`config.mk`:
```
export PLATFORM = sky130hd
export DESIGN_NAME = spikehard_output_packer
export DESIGN_NICKNAME = d
export VERILOG_FILES = /design/src/rtl/spikehard_output_packer.sv
export SDC_FILE = /design/constraint.sdc
export NUM_CORES = 1
export LEC_CHECK = 0
export ABC_AREA = 1
export BUFFER_PORTS_ARGS = -buffer_cell sky130_fd_sc_hd__buf_2
export CORE_ASPECT_RATIO = 0.5
export CORE_MARGIN = 2
export CORE_UTILIZATION = 57
export CTS_BUF_LIST = sky130_fd_sc_hd__clkbuf_16
export DETAILED_ROUTE_END_ITERATION = 16
export GPL_TIMING_DRIVEN = 0
export PLACE_DENSITY = 0.76
export SKIP_LAST_GASP = 1
export SYNTH_ARGS = -nofsm -noshare
export SYNTH_HDL_FRONTEND = slang
export SYNTH_SLANG_ARGS = --single-unit
```
`constraint.sdc`:
```
create_clock -name clk -period 5.9 [get_ports clk]
set_input_delay 0 -clock clk [delete_from_list [all_inputs] [get_ports clk]]
set_output_delay 0 -clock clk [all_outputs]
set_load 0.05 [all_outputs]
```
`src/rtl/spikehard_output_packer.sv`:
```
// Spike output packer: ORs per-channel output spikes into a per-tick bitmap and streams
// each closed frame as DMA-width words through a small FIFO, with sticky debug flags.
module spikehard_output_packer #(
  parameter int NUM_CHANNELS    = 2,
  parameter int NUM_OUTPUTS     = 16,
  parameter int DMA_BUS_WIDTH   = 32,
  parameter int FIFO_DEPTH      = 8,
  parameter int NUM_ERR_SOURCES = 2,
  localparam int IDX_W = $clog2(NUM_OUTPUTS)
) (
  input  logic                          clk,
  input  logic                          rst,
  input  logic                          tick,
  input  logic [NUM_CHANNELS-1:0]       spike_valid,
  input  logic [NUM_CHANNELS*IDX_W-1:0] spike_idx,
  output logic                          out_valid,
  input  logic                          out_ready,
  output logic [DMA_BUS_WIDTH-1:0]      out_data,
  output logic                          out_last,
  input  logic [NUM_ERR_SOURCES-1:0]    err_in,
  input  logic                          clr_err,
  output logic [NUM_ERR_SOURCES-1:0]    err_latch,
  output logic                          bad_idx,
  output logic                          overflow,
  output logic [15:0]                   drop_count
);

  localparam int WORDS = (NUM_OUTPUTS + DMA_BUS_WIDTH - 1) / DMA_BUS_WIDTH;
  localparam int PAD_W = WORDS * DMA_BUS_WIDTH;
  localparam int CNT_W = $clog2(WORDS + 1);
  localparam int PTR_W = $clog2(FIFO_DEPTH);
  localparam int OCC_W = $clog2(FIFO_DEPTH + 1);
  localparam logic [IDX_W:0]   NOUT      = (IDX_W + 1)'(NUM_OUTPUTS);
  localparam logic [CNT_W-1:0] LAST_WORD = CNT_W'(WORDS - 1);
  localparam logic [OCC_W-1:0] FULL_OCC  = OCC_W'(FIFO_DEPTH);

  typedef enum logic {IDLE = 1'b0, SEND = 1'b1} state_e;

  state_e                     state_q, state_d;
  logic [NUM_OUTPUTS-1:0]     bitmap_q, bitmap_d;
  logic [PAD_W-1:0]           snap_q, snap_d;
  logic [CNT_W-1:0]           word_cnt_q, word_cnt_d;
  logic                       overflow_q, overflow_d;
  logic [15:0]                drop_q, drop_d;
  logic [NUM_ERR_SOURCES-1:0] err_q, err_d;
  logic                       bad_q, bad_d;

  logic [DMA_BUS_WIDTH:0]     mem_q [FIFO_DEPTH];
  logic [PTR_W-1:0]           wr_ptr_q, rd_ptr_q;
  logic [OCC_W-1:0]           occ_q;

  logic [NUM_OUTPUTS-1:0]     incoming;
  logic                       bad_hit;
  logic                       push, pop, full;
  logic [DMA_BUS_WIDTH-1:0]   push_word;
  logic                       push_last;

  // Out-of-range indices are dropped here and only flagged through bad_idx.
  always_comb begin
    logic [IDX_W-1:0] idx_c;
    incoming = '0;
    bad_hit  = 1'b0;
    idx_c    = '0;
    for (int c = 0; c < NUM_CHANNELS; c++) begin
      idx_c = spike_idx[c*IDX_W +: IDX_W];
      if (spike_valid[c]) begin
        if ({1'b0, idx_c} < NOUT) incoming[idx_c] = 1'b1;
        else                      bad_hit = 1'b1;
      end
    end
  end

  assign full      = (occ_q == FULL_OCC);
  assign out_valid = (occ_q != '0);
  assign pop       = out_valid && out_ready;
  assign push_last = (word_cnt_q == LAST_WORD);

  always_comb begin
    push_word = '0;
    for (int w = 0; w < WORDS; w++) begin
      if (word_cnt_q == CNT_W'(w)) push_word = snap_q[w*DMA_BUS_WIDTH +: DMA_BUS_WIDTH];
    end
  end

  always_comb begin
    state_d    = state_q;
    bitmap_d   = bitmap_q | incoming;
    snap_d     = snap_q;
    word_cnt_d = word_cnt_q;
    overflow_d = overflow_q;
    drop_d     = drop_q;
    push       = 1'b0;
    case (state_q)
      IDLE: begin
        if (tick) begin
          snap_d     = PAD_W'(bitmap_q | incoming);
          bitmap_d   = '0;
          word_cnt_d = '0;
          state_d    = SEND;
        end
      end
      SEND: begin
        if (!full) begin
          push       = 1'b1;
          word_cnt_d = word_cnt_q + CNT_W'(1);
          if (push_last) state_d = IDLE;
        end
        // A tick while the previous frame is still draining loses the new frame.
        if (tick) begin
          bitmap_d   = '0;
          overflow_d = 1'b1;
          if (drop_q != 16'hFFFF) drop_d = drop_q + 16'd1;
        end
      end
      default: state_d = IDLE;
    endcase
  end

  assign err_d = clr_err ? err_in  : (err_q | err_in);
  assign bad_d = clr_err ? bad_hit : (bad_q | bad_hit);

  always_ff @(posedge clk or posedge rst) begin
    if (rst) begin
      state_q    <= IDLE;
      bitmap_q   <= '0;
      snap_q     <= '0;
      word_cnt_q <= '0;
      overflow_q <= 1'b0;
      drop_q     <= '0;
      err_q      <= '0;
      bad_q      <= 1'b0;
    end else begin
      state_q    <= state_d;
      bitmap_q   <= bitmap_d;
      snap_q     <= snap_d;
      word_cnt_q <= word_cnt_d;
      overflow_q <= overflow_d;
      drop_q     <= drop_d;
      err_q      <= err_d;
      bad_q      <= bad_d;
    end
  end

  always_ff @(posedge clk or posedge rst) begin
    if (rst) begin
      for (int i = 0; i < FIFO_DEPTH; i++) mem_q[i] <= '0;
      wr_ptr_q <= '0;
      rd_ptr_q <= '0;
      occ_q    <= '0;
    end else begin
      if (push) begin
        mem_q[wr_ptr_q] <= {push_last, push_word};
        wr_ptr_q        <= wr_ptr_q + PTR_W'(1);
      end
      if (pop) rd_ptr_q <= rd_ptr_q + PTR_W'(1);
      case ({push, pop})
        2'b10:   occ_q <= occ_q + OCC_W'(1);
        2'b01:   occ_q <= occ_q - OCC_W'(1);
        default: occ_q <= occ_q;
      endcase
    end
  end

  assign out_data   = mem_q[rd_ptr_q][DMA_BUS_WIDTH-1:0];
  assign out_last   = mem_q[rd_ptr_q][DMA_BUS_WIDTH];
  assign err_latch  = err_q;
  assign bad_idx    = bad_q;
  assign overflow   = overflow_q;
  assign drop_count = drop_q;

endmodule

```
# [Word-level counts from Yosys, hierarchy flattened]
# Index checks and enable logic that the tools add are counted.
[word_totals] ff_bits=344 inputBits=17 out_inout_bits=54 word_cells=82
[op_classes] add_sub_neg=6 magnitude_cmp=7 n_eq_ne=6 mux=26 n_bitwise=8 reduce_logical=10
[op_table] operator="264-bit bitwise mux" n=1
[op_table] operator="33-bit binary-select mux with 3-bit select" n=1
[op_table] operator="33-bit demux with 3-bit select" n=1
[op_table] operator="33-bit two-way mux" n=3
[op_table] operator="16-bit two-way mux" n=3
[op_table] operator="16-bit OR" n=3
[op_table] operator="32-bit two-way mux" n=1
[op_table] operator="16-bit by 1-bit adder with 16-bit output, second input constant" n=1
[op_table] operator="16-bit inequality test, second input constant" n=1
[op_table] operator="4-bit by 5-bit less-than comparator with 1-bit output, second input constant" n=2
[op_table] operator="1-bit two-way mux" n=10
[op_table] operator="1-bit demux with 4-bit select" n=2
[op_table] operator="4-bit by 1-bit greater-or-equal comparator with 1-bit output, second input constant" n=2
[op_table] operator="4-bit greater-or-equal comparator, second input constant" n=2
[op_table] operator="3-bit inverter with 4-bit output" n=2
[op_table] operator="4-bit one-hot mux with 2 select lines" n=1
[op_table] operator="3-bit by 1-bit adder with 3-bit output, second input constant" n=2
[op_table] operator="2-bit AND reduction" n=3
[op_table] operator="4-bit by 1-bit adder with 4-bit output, second input constant" n=1
[op_table] operator="4-bit equality test, second input constant" n=1
[op_table] operator="1-bit logical AND" n=4
[op_table] operator="4-bit by 1-bit less-than comparator with 1-bit output, second input constant" n=1
[op_table] operator="2-bit inequality test, second input constant" n=2
[op_table] operator="1-bit one-hot mux with 2 select lines" n=2
[op_table] operator="other kinds (10)" n=11

# [Depth between registers and ports, before layout]
# Gate-level depths: netlist (run 1).
[logic_depth] depth_word=9 ltp_mapped=13 ltp_nobuf=13

# [Least setup slack after synthesis (run 1)]
# OpenSTA, ideal clock, no wires.
[synth_timing] path_type="register to register" start="register occ_q[0]" end="register occ_q[2]" setup_time_ns=0.082 t_arrival_ns=2.288 t_required_ns=5.818 path_slack_ns=3.530 path_stages_with_launch=13 n_path_buf=0 period_less_slack_ns=2.370 cell_sequence="dfrtp_1 nor2_1 nand2_1 nand2_1 inv_1 ha_1 nand2_1 inv_1 nor2_1 ha_1 a21oi_1 or2_2 a31oi_1"
[synth_via] elab_cells_between_ends=11 classes_between="add/sub: 2; eq/ne: 3; mux: 3; reduce/logical: 3"
[synth_lines] element="from (decl)" line_no="50" text="logic [OCC_W-1:0] occ_q;"
[synth_lines] element="from (signal assigned)" line_no="157" text="2'b10: occ_q <= occ_q + OCC_W'(1);"
[synth_lines] element="from (signal assigned)" line_no="158" text="2'b01: occ_q <= occ_q - OCC_W'(1);"
[synth_lines] element="from (signal assigned)" line_no="159" text="default: occ_q <= occ_q;"
[synth_lines] element="4-bit nonzero test *" line_no="74" text="assign out_valid = (occ_q != '0);"
[synth_lines] element="named net out_valid" line_no="16" text="output logic out_valid,"
[synth_lines] element="1-bit logical AND *" line_no="75" text="assign pop = out_valid && out_ready;"
[synth_lines] element="named net pop" line_no="54" text="logic push, pop, full;"
[synth_lines] element="2-bit by 1-bit equality test with 1-bit output or 2-bit equality test (tied branches)" line_no="156" text="case ({push, pop})"
[synth_lines] element="4-bit one-hot mux with 2 select lines or 2-bit nonzero test (tied branches)"
# The timed path passes the listed nets; every way through them passes the cells marked *.
# A chain may end at the register's enable or synchronous reset.

# [Worst setup path after layout (run 1)]
[layout_timing] start="register rd_ptr_q[0]" end="output out_data[1]"
[layout_via] elab_chain_len=4
[layout_rtl] element="from (decl)" line_no="49" text="logic [PTR_W-1:0] wr_ptr_q, rd_ptr_q;"
[layout_rtl] element="from (signal assigned)" line_no="155" text="if (pop) rd_ptr_q <= rd_ptr_q + PTR_W'(1);"
[layout_rtl] element="3-bit inverter with 4-bit output (not written as such)" line_no="164" text="assign out_data = mem_q[rd_ptr_q][DMA_BUS_WIDTH-1:0];"
[layout_rtl] element="33-bit binary-select mux with 3-bit select" line_no="164"
[layout_rtl] element="33-bit two-way mux (2 in series)"
[layout_rtl] element="to (decl)" line_no="18" text="output logic [DMA_BUS_WIDTH-1:0] out_data,"
# Every way passes these cells. The select of a mux whose other input is x is not followed.

==> results_dict.tcl, run 1 <==
set metrics [dict create \
    timing.final.crit_share_pct 41.2 \
    setup_ws_ns 3.47 \
    ir_drop_mv 0.287 \
    hold_start "spike_idx[0]" \
    cts_buffers 17 \
    setup_viol 0 \
    cp_slowest_cell "dfrtp_1" \
    synth-seq-cells 199 \
    leakage_nw 5.34 \
    clk_latency_ns 0.44 \
    r2r_slack_ns 3.53 \
    final_core_util_pct 66.1 \
    gr-total-overflow 0 \
    maxSlewViolCount 0 \
    worstReg2RegEnd "occ_q[2]" \
    place_hpwl_um 17400 \
    die_y_um 94.9 \
    cts_max_level 4 \
    synth_area_sq_um 9420 \
    ant_nets 0 \
    cpMostUsedCell "buf_2" \
    fin_crit_ns 2.43 \
    r2r_cells 12 \
    initialDrtViolationCount 836 \
    arrival_ns 2.43 \
    hold_path_class "in2reg" \
    hold_viol_final 0 \
    clk_pin_slew_ns 0.08 \
    syn_inst 1167 \
    reg2reg_from "occ_q[0]" \
    route.detailed.drc 0 \
    tightest_slew_ns 0.654 \
    globalplace.congestion 0.888 \
    maxCapViolations 0 \
    powerDensity_nw_per_um2 568 \
    grt_setup_unrepaired "false" \
    drive_gt1_share_pct 10.9 \
    grt.total_usage_pct 29.2 \
    drt_first_pass_iters 5 \
    synthArstFlopShare_pct 100 \
    vias 8224 \
    fmax_mhz 412 \
    cts_tree "yes" \
    area_growth_pct 14.1 \
    maxSlewHeadroom_pct 56.4 \
    start_kind "flip-flop" \
    ios 71 \
    yosysUniqueCellTypes 29 \
    antenna_found_initial 0 \
    crit_chain "inv_1, buf_2, buf_2, nor2_1, o21ai_0, nand2_1, nand2_1, buf_2" \
    max_stage_delay_ns 0.46 \
    rows 33 \
    ys.flop_type "dfrtp_1" \
    syn-mean-instance-area_sq_um 8.07 \
    grt_pass1_vias 7637 \
    fin_tns_setup_ns 0 \
    viasPerCell 5.45 \
    wl_per_cell_um 16.2 \
    crit_buf_inv 4 \
    clockRootBuffer "clkbuf_16" \
    whs_path_depth 4 \
    n_antenna_cell 0 \
    ys_warn_count 0 \
    synth_edf_count 0 \
    portBuffers 53 \
    crit_type "reg2out" \
    cp-end-kind "output port" \
    start_util_pct 57.9 \
    status "finished, final reports clean" \
    post-place-ws_ns 3.58 \
    dieArea_sq_um 17600 \
    core_sq_um 16300 \
    crit_family "buffers and inverters" \
    die_w_um 186 \
    skew_ns 0.0127 \
    worst-path-max-fanout 10 \
    clockBufferDepth 2 \
    clock_sinks 199 \
    cts_resized 0 \
    wl_um 24400 \
    grt_max_degree 134 \
    hold_end "snap_q[12]" \
    synth-seq-area-share_pct 52.9 \
    cp.required_ns 5.90 \
    nNetsFinal 1292 \
    grt_pass1_wl_um 39700 \
]
## per-stage QoR
stage          instances  power, mW  hold slack (ns)  cell area, sq um
2_1_floorplan       1183       4.14           0.0631              9480
3_3_place_gp        1463       4.84            0.193             10000
3_5_place_dp        1464       4.93           0.0829             10100
4_1_cts             1509       6.06          0.00326             10700
5_1_grt             1509       6.50           0.0353             10700
6_report            1509       6.10           0.0263             10700
## layout by cell type (no fill, tap or decap), drive strengths merged
cell	n
xor2	9
inv	65
clkbuf	39
dfrtp	199
or2	2
nand3	16
o21bai	2
o21ai	258
clkinvlp	2
nor3	6
a22oi	1
a21oi	19
nand3b	2
clkinv	8
bufinv	1
a31oi	11
xnor2	5
and2	4
buf	106
conb	17
ha	6
nand4	5
nand2	337
dlygate4sd3	13
nor2	149
## worst reg2reg max path: stages (launching register included)
cell     delay [ns]
dfrtp_1        0.42
nor2_1         0.25
nand2_1        0.11
nand2_1        0.18
inv_1          0.17
ha_1           0.27
nand2_1        0.08
inv_1          0.05
nor2_1         0.12
ha_1           0.16
a21oi_1        0.05
or2_2          0.30
a31oi_1        0.13
## layout make-up
| cell class | instances | area, sq um |
|---|---|---|
| sequential | 199 | 4980 |
| clock inverter | 15 | 130 |
| clock buffer | 17 | 425 |
| fill | 1377 | 5520 |
| multi-input combinational | 849 | 3810 |
| buffer | 74 | 462 |
| inverter | 61 | 236 |
| tap | 227 | 284 |
| timing repair buffer | 67 | 423 |
## layer usage
layer  GRT usage [%]  vias up  routed length [um]
met5               0        -                   0
met4            6.36        0                 243
met3            6.09       26                1750
met2            46.8      336               11300
met1            41.3     3920               11100
li1                -     3942                   -
## synth_stat cells, types with 2 or more instances
cell type | instances | share of area (%)
nand2_4 | 4 | 0.48
xor2_1 | 9 | 0.84
and2_1 | 4 | 0.27
buf_4 | 19 | 1.5
dfrtp_1 | 199 | 53
nand2_1 | 333 | 13
nor2_2 | 2 | 0.13
ha_1 | 6 | 0.80
buf_1 | 3 | 0.12
inv_1 | 59 | 2.4
clkinv_1 | 2 | 0.080
nand3b_1 | 2 | 0.16
nor3_1 | 6 | 0.32
buf_2 | 18 | 0.96
nor2_1 | 147 | 5.9
o21bai_1 | 2 | 0.16
a21oi_1 | 19 | 1.0
o21ai_1 | 21 | 1.1
buf_6 | 12 | 1.4
or2_2 | 2 | 0.13
nand3_1 | 16 | 0.85
nand4_1 | 5 | 0.33
clkbuf_1 | 22 | 0.88
o21ai_0 | 237 | 13
a31oi_1 | 10 | 0.66
xnor2_1 | 5 | 0.46
## sequential cells by signal, summed over array words and instances, names as in the netlist
register and cells:
bitmap_q 16, drop_count 16, err_latch 2, mem_q 136
occ_q 4, overflow 1, rd_ptr_q 3, snap_q 16
state_q 1, word_cnt_q 1, wr_ptr_q 3
## how the worst max path moves through the flow
| stage | start | slack (ns) | endpoint | depth (start not counted) |
|---|---|---|---|---|
| 5_1_grt | rd_ptr_q[1] | 3.31 | out_data[0] | 8 |
| 3_5_place_dp | occ_q[0] | 3.58 | occ_q[2] | 12 |
| 3_3_place_gp | rst | -1.58 | mem_q[103] | 2 |
| 6_report | rd_ptr_q[0] | 3.47 | out_data[1] | 8 |
| 4_1_cts | rd_ptr_q[0] | 3.52 | out_data[1] | 8 |
| 2_1_floorplan | rst | 0.47 | bitmap_q[0] | 1 |
## where the power goes
| group | internal (mW) | switching, mW | leakage [nW] |
|---|---|---|---|
| Combinational | 0.791 | 2.05 | 2.45 |
| Clock | 0.585 | 0.533 | 0.273 |
| Sequential | 1.83 | 0.304 | 2.61 |
## logic make-up (layout without fill, tap and decap cells)
kind of cell | Yosys count | count (layout) | synth area share (%)
adder cells (fa/ha/maj) | 6 | 6 | 0.797
flip-flops | 199 | 199 | 52.9
XOR/XNOR | 14 | 14 | 1.30
AO/OA/AOI/OAI | 291 | 291 | 15.8
AND/OR/NAND/NOR | 521 | 521 | 21.8
other | 1 | 17 | 0.0398
buffers and inverters | 135 | 234 | 7.33
## timing repair
item	4_1_cts	5_1_grt
endpoints found under the hold margin	80	0
hold buffers	13	0
buffers inserted	0	0
(Power assumes the default switching activity.)
==> run 2, diff against run 1 <==
- CORE_UTILIZATION: 57 -> 54
- clock period: 5.9 -> 2.1 ns (I/O delays scaled with it)
==> run 2 against run 1 <==
  * Sequential power grew to 2.8 times the previous value
  * Core utilization shrank 1.7 points
  * Clock-buffer cell count unchanged
  * Clock skew up 0.0013 ns
==> results_dict.tcl, run 2 (synthesis gave the netlist of run 1 again) <==
set metrics [dict create \
    status "finished, final reports clean" \
    total_power_mw 18.0 \
    hold_viol_final 0 \
    grt_pass1_wl_um 41400 \
    dieArea_sq_um 18600 \
    setup_ws_ns 0.0499 \
    ios 71 \
    maxSlewHeadroom_pct 62.9 \
    grt_pass1_vias 8204 \
    hold_path_class "in2reg" \
    rows 34 \
    n_antenna_cell 0 \
    largest_reg_flops 136 \
    viasPerCell 5.45 \
    met3_length_um 1760 \
    arrival_ns 2.05 \
    area_growth_pct 17.8 \
    antenna_found_initial 0 \
    timing.final.crit_share_pct 97.6 \
    start_kind "flip-flop" \
    setup_viol 0 \
    drt_first_pass_iters 5 \
    final_core_util_pct 64.4 \
    core_sq_um 17200 \
    wl_met2_um 11900 \
    grt_setup_unrepaired "true" \
    topRoutingLayerUsed "met4" \
    cts_tree "yes" \
    vias 8332 \
    skew_ns 0.0140 \
    maxSlewViolCount 0 \
    initialDrtViolationCount 893 \
    num-fill-cells 1448 \
    ant_nets 0 \
    clockBufferDepth 2 \
    cpMostUsedCell "nand2_1" \
    fin_crit_ns 2.05 \
    gr-total-overflow 0 \
    place_hpwl_um 17900 \
    worst-path-max-fanout 10 \
    wl_per_cell_um 16.3 \
    cp_slowest_cell "dfrtp_2" \
    ir_drop_mv 0.966 \
    die_y_um 97.4 \
    clk_pin_slew_ns 0.08 \
    cts_buffers 17 \
    grt.total_usage_pct 28.2 \
    clock_sinks 199 \
    powerDensity_nw_per_um2 1620 \
    leakage_nw 5.48 \
    cp.required_ns 2.10 \
    layout_commonest_cell "nand2_1" \
    globalplace.congestion 0.877 \
    portBuffers 53 \
    fmax_mhz 488 \
    start_util_pct 54.7 \
    wl_um 24900 \
    crit_chain "inv_4, clkbuf_2, o21ai_0, o21ai_1, nand2_1, nand2_1, buf_6" \
    drive_gt1_share_pct 14.1 \
    post-place-ws_ns -0.242 \
    tightest_slew_ns 0.552 \
    wirelength_met1_um 11000 \
    clk_latency_ns 0.44 \
    crit_type "reg2out" \
    route.detailed.drc 0 \
    maxCapViolations 0 \
    cp-end-kind "output port" \
    final_cell_mix "nand2_1 (331), o21ai_0 (224), dfrtp_1 (194)" \
    die_w_um 191 \
    nNetsFinal 1305 \
    clockRootBuffer "clkbuf_16" \
    max_stage_delay_ns 0.50 \
    max_flop_register "mem_q" \
    grt_max_degree 44 \
    cts_max_level 4 \
]
[run 2: changes by cell type in the layout (fill, tap and decap cells not counted), sizes merged]
cell         previous run  this run
buf                   106       116
dlygate4sd3            13        16
clkinv                  8         7
[run 2: power by group]
| part | switching [mW] | total (mW) | internal [mW] |
|---|---|---|---|
| Clock | 1.55 | 3.22 | 1.67 |
| Combinational | 5.96 | 8.73 | 2.77 |
| Sequential | 0.889 | 6.05 | 5.16 |
| Total | 8.40 | 18.0 | 9.60 |
[run 2: worst paths after layout]
check,slack [ns],to,start,cells after the start
max in group asynchronous,1.09,mem_q[109],rst,5
hold reg to reg,0.48,overflow,overflow,1
min in group asynchronous,0.14,drop_count[9],rst,3
setup / recovery,0.05,out_data[8],rd_ptr_q[0],7
hold / removal,0.05,snap_q[3],spike_idx[3],4
setup reg to reg,0.06,occ_q[2],occ_q[0],11
[run 2: worst max-delay path, delay by kind of cell (launching register included)]
family,cells,cell delay (ns)
AOI/OAI and AO/OA,2,0.47
buffers and inverters,3,0.48
DFF,1,0.50
and+or+nand+nor,2,0.16
[run 2: through the flow]
step | cell area, sq um | setup TNS [ns] | hold slack, ns | cells
floorplan | 9490 | -94.39 | 0.0631 | 1183
global placement | 10000 | -324.95 | 0.194 | 1470
detailed placement | 10100 | -0.242 | 0.0422 | 1475
CTS | 11000 | 0 | 0.0115 | 1525
global route | 11100 | -0.221 | 0.0745 | 1528
finish | 11100 | 0 | 0.0455 | 1528
[run 2: final cells by class]
| class | count | area [sq um] | area share (%) |
|---|---|---|---|
| Buffer | 73 | 524 | 4.73 |
| Clock buffer | 17 | 425 | 3.83 |
| Clock inverter | 14 | 140 | 1.26 |
| Inverter | 61 | 235 | 2.12 |
| Multi-Input combinational cell | 849 | 3850 | 34.7 |
| Sequential cell | 199 | 4990 | 44.9 |
| Tap cell | 234 | 293 | 2.64 |
| Timing Repair Buffer | 81 | 643 | 5.80 |
[run 2: per-layer routing]
metal,vias to the layer above,track usage (%)
met2,346,46.3
met4,0,8.05
li1,3960,-
met1,3986,38.7
met5,-,0
met3,40,4.98
[run 2: timing repair]
item | CTS | global route
resized for setup | 44 | 45
endpoints found under the setup margin | 19 | 18
hold buffers | 16 | 0
buffers inserted | 4 | 3
endpoints found under the hold margin | 92 | 0
pin swaps | 3 | 2
